==> src/rtl/i2c_pkg.sv <==
// Shared I2C definitions: FSM state encoding (also used by the master's
// debug decode), default target address and ACK/NACK bus levels.
package i2c_pkg;

    typedef enum logic [3:0] {
        ST_IDLE      = 4'd0,
        ST_ADDR      = 4'd1,
        ST_ADDR_ACK  = 4'd2,
        ST_REG       = 4'd3,
        ST_REG_ACK   = 4'd4,
        ST_WDATA     = 4'd5,
        ST_WDATA_ACK = 4'd6,
        ST_RDATA     = 4'd7,
        ST_RDATA_ACK = 4'd8,
        ST_WAIT_STOP = 4'd9
    } i2c_state_e;

    localparam logic [6:0] I2C_DEV_ADDR_DEFAULT = 7'h18;
    localparam logic       I2C_ACK              = 1'b0;
    localparam logic       I2C_NACK             = 1'b1;

    // Zero-extended state for the 8-bit debug port.
    function automatic logic [7:0] state_debug(input i2c_state_e s);
        return {4'b0000, s};
    endfunction

endpackage

==> src/rtl/i2c_bus_sync.sv <==
// Synchronises SCL/SDA into the sampling clock domain and derives
// single-cycle scl_rise/scl_fall and START/STOP condition pulses.
module i2c_bus_sync
    import i2c_pkg::*;
(
    input  logic clk_100k,
    input  logic reset,
    input  logic scl_i,
    input  logic sda_i,
    output logic sda_s,
    output logic scl_rise,
    output logic scl_fall,
    output logic start_det,
    output logic stop_det
);

    // [0] first sync stage, [1] synchronised level, [2] previous level
    logic [2:0] scl_pipe_q, scl_pipe_d;
    logic [2:0] sda_pipe_q, sda_pipe_d;

    // Next values of the synchroniser/edge-detect shift chains.
    always_comb begin
        scl_pipe_d = {scl_pipe_q[1:0], scl_i};
        sda_pipe_d = {sda_pipe_q[1:0], sda_i};
    end

    // Synchroniser flops; reset to the idle (released, high) bus level.
    always_ff @(posedge clk_100k) begin
        if (reset) begin
            scl_pipe_q <= 3'b111;
            sda_pipe_q <= 3'b111;
        end else begin
            scl_pipe_q <= scl_pipe_d;
            sda_pipe_q <= sda_pipe_d;
        end
    end

    assign sda_s     = sda_pipe_q[1];
    assign scl_rise  = scl_pipe_q[1] & ~scl_pipe_q[2];
    assign scl_fall  = ~scl_pipe_q[1] & scl_pipe_q[2];
    assign start_det = scl_pipe_q[1] & scl_pipe_q[2] & sda_pipe_q[2] & ~sda_pipe_q[1];
    assign stop_det  = scl_pipe_q[1] & scl_pipe_q[2] & ~sda_pipe_q[2] & sda_pipe_q[1];

endmodule

==> src/rtl/i2c_target_regs.sv <==
// I2C target responder with an inline 8-bit register file. Supports
// register-pointer writes with auto-increment bursts and pointer reads
// (with repeated START). SDA is only ever pulled low, never driven high.
module i2c_target_regs
    import i2c_pkg::*;
#(
    parameter logic [6:0] DEV_ADDR = I2C_DEV_ADDR_DEFAULT,
    parameter int         NREGS    = 16,
    parameter int         PTR_W    = 4
) (
    input  logic             clk_100k,
    input  logic             reset,
    input  logic             scl_i,
    input  logic             sda_i,
    output logic             sda_oe,
    input  logic [PTR_W-1:0] loc_addr,
    output logic [7:0]       loc_rdata,
    output logic             wr_strobe,
    output logic [PTR_W-1:0] wr_addr,
    output logic [7:0]       wr_data,
    output logic             busy,
    output logic [7:0]       i2c_state
);

    logic sda_s, scl_rise, scl_fall, start_det, stop_det;

    i2c_bus_sync u_sync (
        .clk_100k  (clk_100k),
        .reset     (reset),
        .scl_i     (scl_i),
        .sda_i     (sda_i),
        .sda_s     (sda_s),
        .scl_rise  (scl_rise),
        .scl_fall  (scl_fall),
        .start_det (start_det),
        .stop_det  (stop_det)
    );

    i2c_state_e       state_q, state_d;
    logic [3:0]       bit_cnt_q, bit_cnt_d;
    logic [7:0]       shift_q, shift_d;
    logic             rw_q, rw_d;
    logic [PTR_W-1:0] ptr_q, ptr_d;
    logic             sda_oe_q, sda_oe_d;
    logic             busy_q, busy_d;
    logic             wr_strobe_q, wr_strobe_d;
    logic [PTR_W-1:0] wr_addr_q, wr_addr_d;
    logic [7:0]       wr_data_q, wr_data_d;

    logic [7:0]       regs_q [NREGS];
    logic             reg_we_s;
    logic [7:0]       reg_wdata_s;
    logic [7:0]       shift_in_s;
    logic [7:0]       cur_reg_s;

    assign shift_in_s = {shift_q[6:0], sda_s};
    assign cur_reg_s  = regs_q[ptr_q];

    // Next-state and output logic; START/STOP override any scl edge.
    always_comb begin
        state_d     = state_q;
        bit_cnt_d   = bit_cnt_q;
        shift_d     = shift_q;
        rw_d        = rw_q;
        ptr_d       = ptr_q;
        sda_oe_d    = sda_oe_q;
        busy_d      = busy_q;
        wr_strobe_d = 1'b0;
        wr_addr_d   = wr_addr_q;
        wr_data_d   = wr_data_q;
        reg_we_s    = 1'b0;
        reg_wdata_s = shift_in_s;

        if (start_det) begin
            state_d   = ST_ADDR;
            bit_cnt_d = 4'd0;
            sda_oe_d  = 1'b0;
            busy_d    = 1'b0;
        end else if (stop_det) begin
            state_d   = ST_IDLE;
            sda_oe_d  = 1'b0;
            busy_d    = 1'b0;
        end else begin
            case (state_q)
                ST_IDLE: begin
                    sda_oe_d = 1'b0;
                end
                ST_ADDR: begin
                    if (scl_rise && bit_cnt_q != 4'd8) begin
                        shift_d   = shift_in_s;
                        bit_cnt_d = bit_cnt_q + 4'd1;
                    end else if (scl_fall && bit_cnt_q == 4'd8) begin
                        if (shift_q[7:1] == DEV_ADDR) begin
                            state_d  = ST_ADDR_ACK;
                            sda_oe_d = 1'b1;
                            busy_d   = 1'b1;
                            rw_d     = shift_q[0];
                        end else begin
                            state_d  = ST_WAIT_STOP;
                        end
                    end else begin
                        bit_cnt_d = bit_cnt_q;
                    end
                end
                ST_ADDR_ACK: begin
                    if (scl_fall) begin
                        if (rw_q == 1'b0) begin
                            state_d   = ST_REG;
                            sda_oe_d  = 1'b0;
                            bit_cnt_d = 4'd0;
                        end else begin
                            // First read bit goes out right as the ACK clock ends.
                            state_d   = ST_RDATA;
                            shift_d   = cur_reg_s;
                            sda_oe_d  = ~cur_reg_s[7];
                            bit_cnt_d = 4'd1;
                        end
                    end else begin
                        state_d = ST_ADDR_ACK;
                    end
                end
                ST_REG: begin
                    if (scl_rise && bit_cnt_q != 4'd8) begin
                        shift_d   = shift_in_s;
                        bit_cnt_d = bit_cnt_q + 4'd1;
                    end else if (scl_fall && bit_cnt_q == 4'd8) begin
                        ptr_d    = shift_q[PTR_W-1:0];
                        sda_oe_d = 1'b1;
                        state_d  = ST_REG_ACK;
                    end else begin
                        bit_cnt_d = bit_cnt_q;
                    end
                end
                ST_REG_ACK: begin
                    if (scl_fall) begin
                        sda_oe_d  = 1'b0;
                        bit_cnt_d = 4'd0;
                        state_d   = ST_WDATA;
                    end else begin
                        state_d = ST_REG_ACK;
                    end
                end
                ST_WDATA: begin
                    if (scl_rise && bit_cnt_q != 4'd8) begin
                        shift_d   = shift_in_s;
                        bit_cnt_d = bit_cnt_q + 4'd1;
                        // Commit on the 8th data bit; the strobe follows one cycle later.
                        if (bit_cnt_q == 4'd7) begin
                            reg_we_s    = 1'b1;
                            wr_strobe_d = 1'b1;
                            wr_addr_d   = ptr_q;
                            wr_data_d   = shift_in_s;
                        end else begin
                            reg_we_s = 1'b0;
                        end
                    end else if (scl_fall && bit_cnt_q == 4'd8) begin
                        sda_oe_d = 1'b1;
                        state_d  = ST_WDATA_ACK;
                    end else begin
                        bit_cnt_d = bit_cnt_q;
                    end
                end
                ST_WDATA_ACK: begin
                    if (scl_fall) begin
                        sda_oe_d  = 1'b0;
                        ptr_d     = ptr_q + PTR_W'(1);
                        bit_cnt_d = 4'd0;
                        state_d   = ST_WDATA;
                    end else begin
                        state_d = ST_WDATA_ACK;
                    end
                end
                ST_RDATA: begin
                    if (scl_fall) begin
                        if (bit_cnt_q == 4'd8) begin
                            sda_oe_d = 1'b0;
                            state_d  = ST_RDATA_ACK;
                        end else begin
                            shift_d   = {shift_q[6:0], 1'b0};
                            sda_oe_d  = ~shift_q[6];
                            bit_cnt_d = bit_cnt_q + 4'd1;
                        end
                    end else begin
                        state_d = ST_RDATA;
                    end
                end
                ST_RDATA_ACK: begin
                    if (scl_rise) begin
                        if (sda_s == I2C_NACK) begin
                            state_d = ST_WAIT_STOP;
                        end else begin
                            ptr_d = ptr_q + PTR_W'(1);
                        end
                    end else if (scl_fall) begin
                        shift_d   = cur_reg_s;
                        sda_oe_d  = ~cur_reg_s[7];
                        bit_cnt_d = 4'd1;
                        state_d   = ST_RDATA;
                    end else begin
                        state_d = ST_RDATA_ACK;
                    end
                end
                ST_WAIT_STOP: begin
                    sda_oe_d = 1'b0;
                end
                default: begin
                    state_d  = ST_IDLE;
                    sda_oe_d = 1'b0;
                    busy_d   = 1'b0;
                end
            endcase
        end
    end

    // Control/status flops.
    always_ff @(posedge clk_100k) begin
        if (reset) begin
            state_q     <= ST_IDLE;
            bit_cnt_q   <= 4'd0;
            shift_q     <= 8'h00;
            rw_q        <= 1'b0;
            ptr_q       <= '0;
            sda_oe_q    <= 1'b0;
            busy_q      <= 1'b0;
            wr_strobe_q <= 1'b0;
            wr_addr_q   <= '0;
            wr_data_q   <= 8'h00;
        end else begin
            state_q     <= state_d;
            bit_cnt_q   <= bit_cnt_d;
            shift_q     <= shift_d;
            rw_q        <= rw_d;
            ptr_q       <= ptr_d;
            sda_oe_q    <= sda_oe_d;
            busy_q      <= busy_d;
            wr_strobe_q <= wr_strobe_d;
            wr_addr_q   <= wr_addr_d;
            wr_data_q   <= wr_data_d;
        end
    end

    // Register file: cleared on reset, written from the bus at the pointer.
    always_ff @(posedge clk_100k) begin
        if (reset) begin
            for (int i = 0; i < NREGS; i++) begin
                regs_q[i] <= 8'h00;
            end
        end else if (reg_we_s) begin
            regs_q[ptr_q] <= reg_wdata_s;
        end
    end

    assign loc_rdata = regs_q[loc_addr];
    assign sda_oe    = sda_oe_q;
    assign wr_strobe = wr_strobe_q;
    assign wr_addr   = wr_addr_q;
    assign wr_data   = wr_data_q;
    assign busy      = busy_q;
    assign i2c_state = state_debug(state_q);

endmodule

==> config.mk <==
export PLATFORM = sky130hd
export DESIGN_NAME = i2c_target_regs
export DESIGN_NICKNAME = d
export VERILOG_FILES = /design/src/rtl/i2c_pkg.sv /design/src/rtl/i2c_bus_sync.sv /design/src/rtl/i2c_target_regs.sv
export SDC_FILE = /design/constraint.sdc
export NUM_CORES = 1
export LEC_CHECK = 0
export BUFFER_PORTS_ARGS = -buffer_cell sky130_fd_sc_hd__clkbuf_2
export CAP_MARGIN = 10
export CORE_MARGIN = 5
export CORE_UTILIZATION = 60
export DETAILED_ROUTE_END_ITERATION = 8
export PLACE_DENSITY = 0.78
export SKIP_CTS_REPAIR_TIMING = 1
export SLEW_MARGIN = 20
export SYNTH_ARGS = -nofsm -noshare
export SYNTH_HDL_FRONTEND = slang
export SYNTH_SLANG_ARGS = --single-unit
==> constraint.sdc <==
create_clock -name clk_100k -period 3.52 [get_ports clk_100k]
set_clock_uncertainty 0.1 [all_clocks]
set_input_delay 0.352 -clock clk_100k [delete_from_list [all_inputs] [get_ports clk_100k]]
set_output_delay 0.352 -clock clk_100k [all_outputs]
set_load 0.05 [all_outputs]
==> summary.md, run 1 <==
| Metric | Value |
|---|---|
| Port bufs | `34` |
| Final wirelength | `25600 um` |
| Netlist Area Pre-Place | `9350 um^2` |
| Syn. warnings | `0` |
| Synthesis-to-finish area growth | `11.4%` |
| Crit Path Class | `flop to flop` |
| Antenna Cells | `0` |
| Syn Area/Cell | `12.3 um^2` |
| Final Instance Area | `10400 um^2` |
| Skew-Pair Late Insertion Delay | `430 ps` |
| DP HPWL | `18200 um` |
| CP Capture Type | `flop` |
| Commonest non-fill, non-tap cells in the layout | `edfxtp_1 (128), and2_1 (97), mux4_2 (62)` |
| Normalized max-slew margin | `28.6%` |
| Arr. time, crit path | `3040 ps` |
| Final period util | `85.1%` |
| Finished Core Util | `68.3%` |
| Final Setup Violations | `0` |
| Num rows | `45` |
| 1st-pass router iterations | `5` |
| Seq/Total Area, Yosys | `50.9%` |
| Combinational Power Share | `23.7%` |
| WL/cell | `25.2 um` |
| GPL Wtd Cong | `1.01` |
| Main synth FF type | `edfxtp_1` |
| Antenna violations before repair | `2` |
| Setup_tns | `0 ps` |
| Commonest non-fill, non-tap cell in the layout | `edfxtp_1` |
| Synthesized flop and latch total | `174` |
| Clock tree buffer depth | `2` |
| Sw Share | `33.4%` |
| RSZ-0062 raised after global routing | `false` |
| Via Count | `6945` |
| Vias in the first global route | `6752` |
| Post-synth ARST share | `0%` |
| Layout cells sized above 1 | `23.0%` |
| CP Launch Type | `flop` |
| Die area | `18200 um^2` |
| Routed Antenna Nets | `0` |
| DRC | `0` |
| First DRT Iteration DRCs | `1089` |
| Switch Pwr | `1880 uW` |
| Sequential cell area | `4770 um^2` |
| Largest net degree at the start of global routing | `35` |
| Clock power frac | `32.4%` |
| Type of the tightest min-delay check | `primary input to flop` |
| Critical Path Fanout Max | `16` |
| Core area | `15300 um^2` |
| All-Layer GR Usage | `29.3%` |
| CTS Buf Count | `17` |
| Layout fillers | `1085` |
| Number of synthesized flops with an enable pin | `128` |
| Highest routed layer | `met5` |
| CTS tree | `yes` |
| Hold WS | `2.20 ps` |
| Met1 wire length | `9860 um` |
| Req. time, crit path | `3560 ps` |
| Synth unique cells | `61` |
| Achievable Freq | `0.334 GHz` |
| Max IR drop VDD | `0.443 mV` |
| Status | `completed` |
| Max-slew violation total from the final report | `0` |
| Clock-pin slew on the worst setup and hold paths | `70 ps` |
| First-pass GRT wire length | `39600 um` |
| Cell Int Power | `3750 uW` |
| CTS sink cnt | `174` |
| Power, Total | `5630 uW` |
| Placed Area | `9840 um^2` |
| Grt ovf | `0` |
| Fin. Hold Viols | `0` |
| Final net count | `809` |
| Via/cell ratio | `6.85` |
| Met3 Routed Length | `3110 um` |
| Multi-input logic area | `4260 um^2` |
| Reg power frac | `43.8%` |
| Initial Util | `61.3%` |
| CTS root buffer | `clkbuf_16` |
| Mapped Cells | `759` |
| Maxcap violations | `0` |
| DIE WIDTH | `135 um` |
| I/O Pins | `39` |
| Leak | `0.00356 uW` |
| Chip Height | `135 um` |
| Worst Reg-to-Reg Cells | `7` |
| Wire length on met2 | `11800 um` |
| Hold path cells | `2` |
| Cell area power density | `541 nW/um^2` |
| Max H-tree Level | `4` |
| Crit path time final | `2990 ps` |
| Actual slew at the worst max-slew pin | `1070 ps` |
## Yosys cell counts (7+ instances only)
library cell	n	share of area, %
buf_1	7	0.28
edfxtp_1	128	41
o21ai_0	36	1.9
dfxtp_1	46	9.8
nor2_1	46	1.8
nand2_1	23	0.92
a221oi_1	8	0.75
a21oi_1	29	1.6
clkbuf_1	46	1.8
mux4_2	62	15
ha_1	11	1.5
nor2b_1	7	0.47
mux2i_1	38	4.1
inv_1	13	0.52
nand3_1	7	0.37
buf_2	8	0.43
nor3_1	46	2.5
and2_1	97	6.5
buf_4	7	0.56
## through the flow
stage / instances / setup WS (ps)
after floorplan: 762 / 343
after global placement: 982 / 726
after detailed placement: 982 / 573
after CTS: 1014 / 562
after global routing: 1014 / 285
final: 1014 / 526
## final timing paths
path | startpoint | to | slack (ps)
setup reg to reg | bit_cnt_q[0] | regs_q[10][3] | 530
setup / recovery | bit_cnt_q[0] | regs_q[10][3] | 530
hold reg to reg | u_sync.sda_pipe_q[0] | u_sync.sda_pipe_q[1] | 330
hold / removal | sda_i | u_sync.sda_pipe_q[0] | 2
## per-layer routing
| layer | vias up | GRT usage [%] |
|---|---|---|
| met4 | 4 | 11.1 |
| met3 | 71 | 8.76 |
| met2 | 493 | 44.4 |
| li1 | 2955 | - |
| met5 | - | 0 |
| met1 | 3422 | 40.2 |
## cell type report
cell class,count,area share (%)
inverters,14,0.504
flip-flops and latches,174,45.7
multi-input cells,506,40.9
well taps,211,2.53
clock buffers,19,4.35
clock inverters,13,1.13
repair buffers,77,4.85
## state kept, by name, indices dropped and copies added (netlist names), named ones only
name               flops
busy                   1
wr_addr                4
state_q                4
shift_q                8
u_sync.scl_pipe_q      3
rw_q                   1
wr_strobe              1
ptr_q                  4
wr_data                8
u_sync.sda_pipe_q      3
regs_q               128
sda_oe                 1
bit_cnt_q              4
## power groups by stage
stage | clock (uW) | sequential [uW] | combinational, uW
floorplan | 0 | 2490 | 902
global placement | 0 | 2500 | 1260
detailed placement | 0 | 2500 | 1290
CTS | 1830 | 2460 | 1300
global route | 1930 | 2480 | 1430
finish | 1830 | 2470 | 1340
## critical path, stage by stage, from the launching register on
cell and delay, ps:
dfxtp_1 400, ha_1 210, nand3b_1 150, a2111oi_4 490
buf_4 280, nand3b_1 500, o21ai_0 360, buf_4 210
## kinds of logic after synthesis
family                   Yosys count  synth area share [%]
buffers and inverters             82                  3.68
AO/OA/AOI/OAI                    129                  9.38
multiplexers                     102                  19.2
other                              1                0.0401
adder cells (fa/ha/maj)           11                  1.47
flip-flops                       174                  50.9
AND/OR/NAND/NOR                  259                  15.1
XOR/XNOR                           1                0.0937
(Power assumes the default switching activity.)
==> run 2: changes to the inputs <==
--- a/config.mk
+++ b/config.mk
@@ -7,11 +7,13 @@
 export LEC_CHECK = 0
 export BUFFER_PORTS_ARGS = -buffer_cell sky130_fd_sc_hd__clkbuf_2
 export CAP_MARGIN = 10
+export CORE_ASPECT_RATIO = 1.2
 export CORE_MARGIN = 5
 export CORE_UTILIZATION = 60
 export DETAILED_ROUTE_END_ITERATION = 8
 export PLACE_DENSITY = 0.78
 export SKIP_CTS_REPAIR_TIMING = 1
+export SKIP_LAST_GASP = 1
 export SLEW_MARGIN = 20
 export SYNTH_ARGS = -nofsm -noshare
 export SYNTH_HDL_FRONTEND = slang
==> run 2 against run 1 <==
The flow now finishes with violations (hold timing). Total power up 0.18%. Die area about the same. Hold slack worse by 6.1 ps. Sequential power about the same. Sequential cell count unchanged. Largest cell class unchanged.
==> summary.md, run 2 (synthesized netlist as in run 1, its figures left out) <==
| Metric | Value |
|---|---|
| Status | `finished, violations left` |
| Violated checks | `hold timing` |
| Maxcap violations | `0 (unchanged)` |
| Cell area power density | `543 nW/um^2 (+0.39%)` |
| Skew-Pair Late Insertion Delay | `440 ps (about the same)` |
| Via/cell ratio | `6.78 (-1.0%)` |
| Commonest non-fill, non-tap cells in the layout | `edfxtp_1 (128), and2_1 (97), mux4_2 (62)` |
| Num rows | `50 (+11%)` |
| Max-slew violation total from the final report | `0 (unchanged)` |
| Die area | `18200 um^2 (about the same)` |
| Core area | `15500 um^2 (+1.3%)` |
| Initial Util | `60.5% (-0.77 points)` |
| CTS Buf Count | `17 (unchanged)` |
| Actual slew at the worst max-slew pin | `963 ps (-107 ps)` |
| GPL Wtd Cong | `0.965 (-4.6%)` |
| Final wirelength | `24900 um (-2.4%)` |
| Max H-tree Level | `4 (unchanged)` |
| Routed Antenna Nets | `0 (unchanged)` |
| Switch Pwr | `1820 uW (-3.4%)` |
| Layout fillers | `1168 (+7.6%)` |
| Chip Height | `147 um (+8.8%)` |
| Reg power frac | `43.6% (-0.2 points)` |
| Final period util | `85.1% (about the same)` |
| Final net count | `805 (-0.49%)` |
| Setup_tns | `0 ps (unchanged)` |
| Hold WS | `-3.86 ps (-6.06 ps)` |
| First DRT Iteration DRCs | `853 (-22%)` |
| Final Setup Violations | `0 (unchanged)` |
| Crit Path Class | `flop to flop` |
| Antenna Cells | `0 (unchanged)` |
| Commonest non-fill, non-tap cell in the layout | `edfxtp_1` |
| Sw Share | `32.2% (-1.2 points)` |
| Clock power frac | `33.3% (+0.9 points)` |
| CP Launch Type | `flop` |
| DP HPWL | `17600 um (-2.9%)` |
| Arr. time, crit path | `3040 ps (about the same)` |
| CTS root buffer | `clkbuf_16` |
| Grt ovf | `0 (unchanged)` |
| CTS sink cnt | `174 (unchanged)` |
| 1st-pass router iterations | `5 (unchanged)` |
| Largest net degree at the start of global routing | `33 (-5.7%)` |
| Critical Path Fanout Max | `16 (unchanged)` |
| Synthesis-to-finish area growth | `11.2%` |
| Layout cells sized above 1 | `22.3% (-0.76 points)` |
| Req. time, crit path | `3560 ps (about the same)` |
| WL/cell | `24.8 um (-1.7%)` |
| CTS tree | `yes` |
| I/O Pins | `39 (unchanged)` |
| DRC | `0 (unchanged)` |
| Via Count | `6826 (-1.7%)` |
| Final worst slack | `523 ps (-2.67 ps)` |
| Leak | `0.00353 uW (-0.84%)` |
| Type of the tightest min-delay check | `primary input to flop` |
| Crit path time final | `3000 ps (+2.66 ps)` |
| Clock-pin slew on the worst setup and hold paths | `70 ps (about the same)` |
| Largest Register | `regs_q` |
| Clock tree buffer depth | `2 (unchanged)` |
| DIE WIDTH | `124 um (-8.1%)` |
| Port bufs | `34 (unchanged)` |
| First-pass GRT wire length | `39100 um (-1.2%)` |
| Achievable Freq | `0.334 GHz (about the same)` |
| Vias in the first global route | `6930 (+2.6%)` |
| Normalized max-slew margin | `35.8% (+7.2 points)` |
| All-Layer GR Usage | `28.8% (-0.45 points)` |
| RSZ-0062 raised after global routing | `false` |
| Fin. Hold Viols | `1 (+1)` |
| Place WS | `641 ps (+67.5 ps)` |
| CP Capture Type | `flop` |
| Max IR drop VDD | `0.480 mV (+8.2%)` |
| Max reg flops | `128 (unchanged)` |
| Combinational Power Share | `23.1% (-0.6 points)` |
| Cell Int Power | `3830 uW (+2.0%)` |
| Antenna violations before repair | `0 (-2)` |
-- run 2: cell type report --
class                           count  area (um^2)  area share, %
Sequential cell                   174         4770           45.8
Multi-Input combinational cell    506         4260           41.0
Timing Repair Buffer               73          475           4.57
Clock buffer                       18          429           4.13
Tap cell                          208          260           2.50
Clock inverter                     14          154           1.48
Inverter                           14         52.6          0.505
-- run 2: worst paths after layout --
check | from | endpoint | slack (ps) | cells past startpoint
min | scl_i | u_sync.scl_pipe_q[0] | -4 | 2
max reg2reg | bit_cnt_q[0] | regs_q[11][6] | 520 | 7
max | bit_cnt_q[0] | regs_q[11][6] | 520 | 7
min reg2reg | u_sync.scl_pipe_q[0] | u_sync.scl_pipe_q[1] | 320 | 1
-- run 2: power groups by stage --
stage                     logic, uW  registers [uW]  clock network, uW
after floorplan                 902            2490                  0
after global routing           1390            2470               1990
final                          1300            2460               1880
after global placement         1250            2490                  0
after detailed placement       1280            2500                  0
after CTS                      1280            2450               1890
-- run 2: metal layers --
metal | GRT usage (%) | up-vias | routed length (um)
li1 | - | 2939 | -
met1 | 37.2 | 3410 | 9070
met2 | 47.4 | 409 | 12800
met3 | 5.81 | 68 | 2130
met4 | 12.2 | 0 | 927
met5 | 0 | - | 0
-- run 2: through the flow --
stage               cell area, um^2  total power [uW]  cells  hold slack (ps)  util [%]
CTS                           10400              5630   1007            -11.0      67.3
finish                        10400              5640   1007            -3.86      67.3
floorplan                      9360              3390    762              289         -
detailed placement             9810              3780    975              300      63.5
global route                  10400              5850   1007             6.17      67.3
global placement               9810              3740    975              304      63.5
-- run 2: critical path, cell delays in order, from the launching register on --
cell	delay (ps)
dfxtp_1	420
ha_1	230
nand3b_1	150
a2111oi_4	510
buf_4	280
nand3b_1	450
o21ai_0	340
buf_4	220
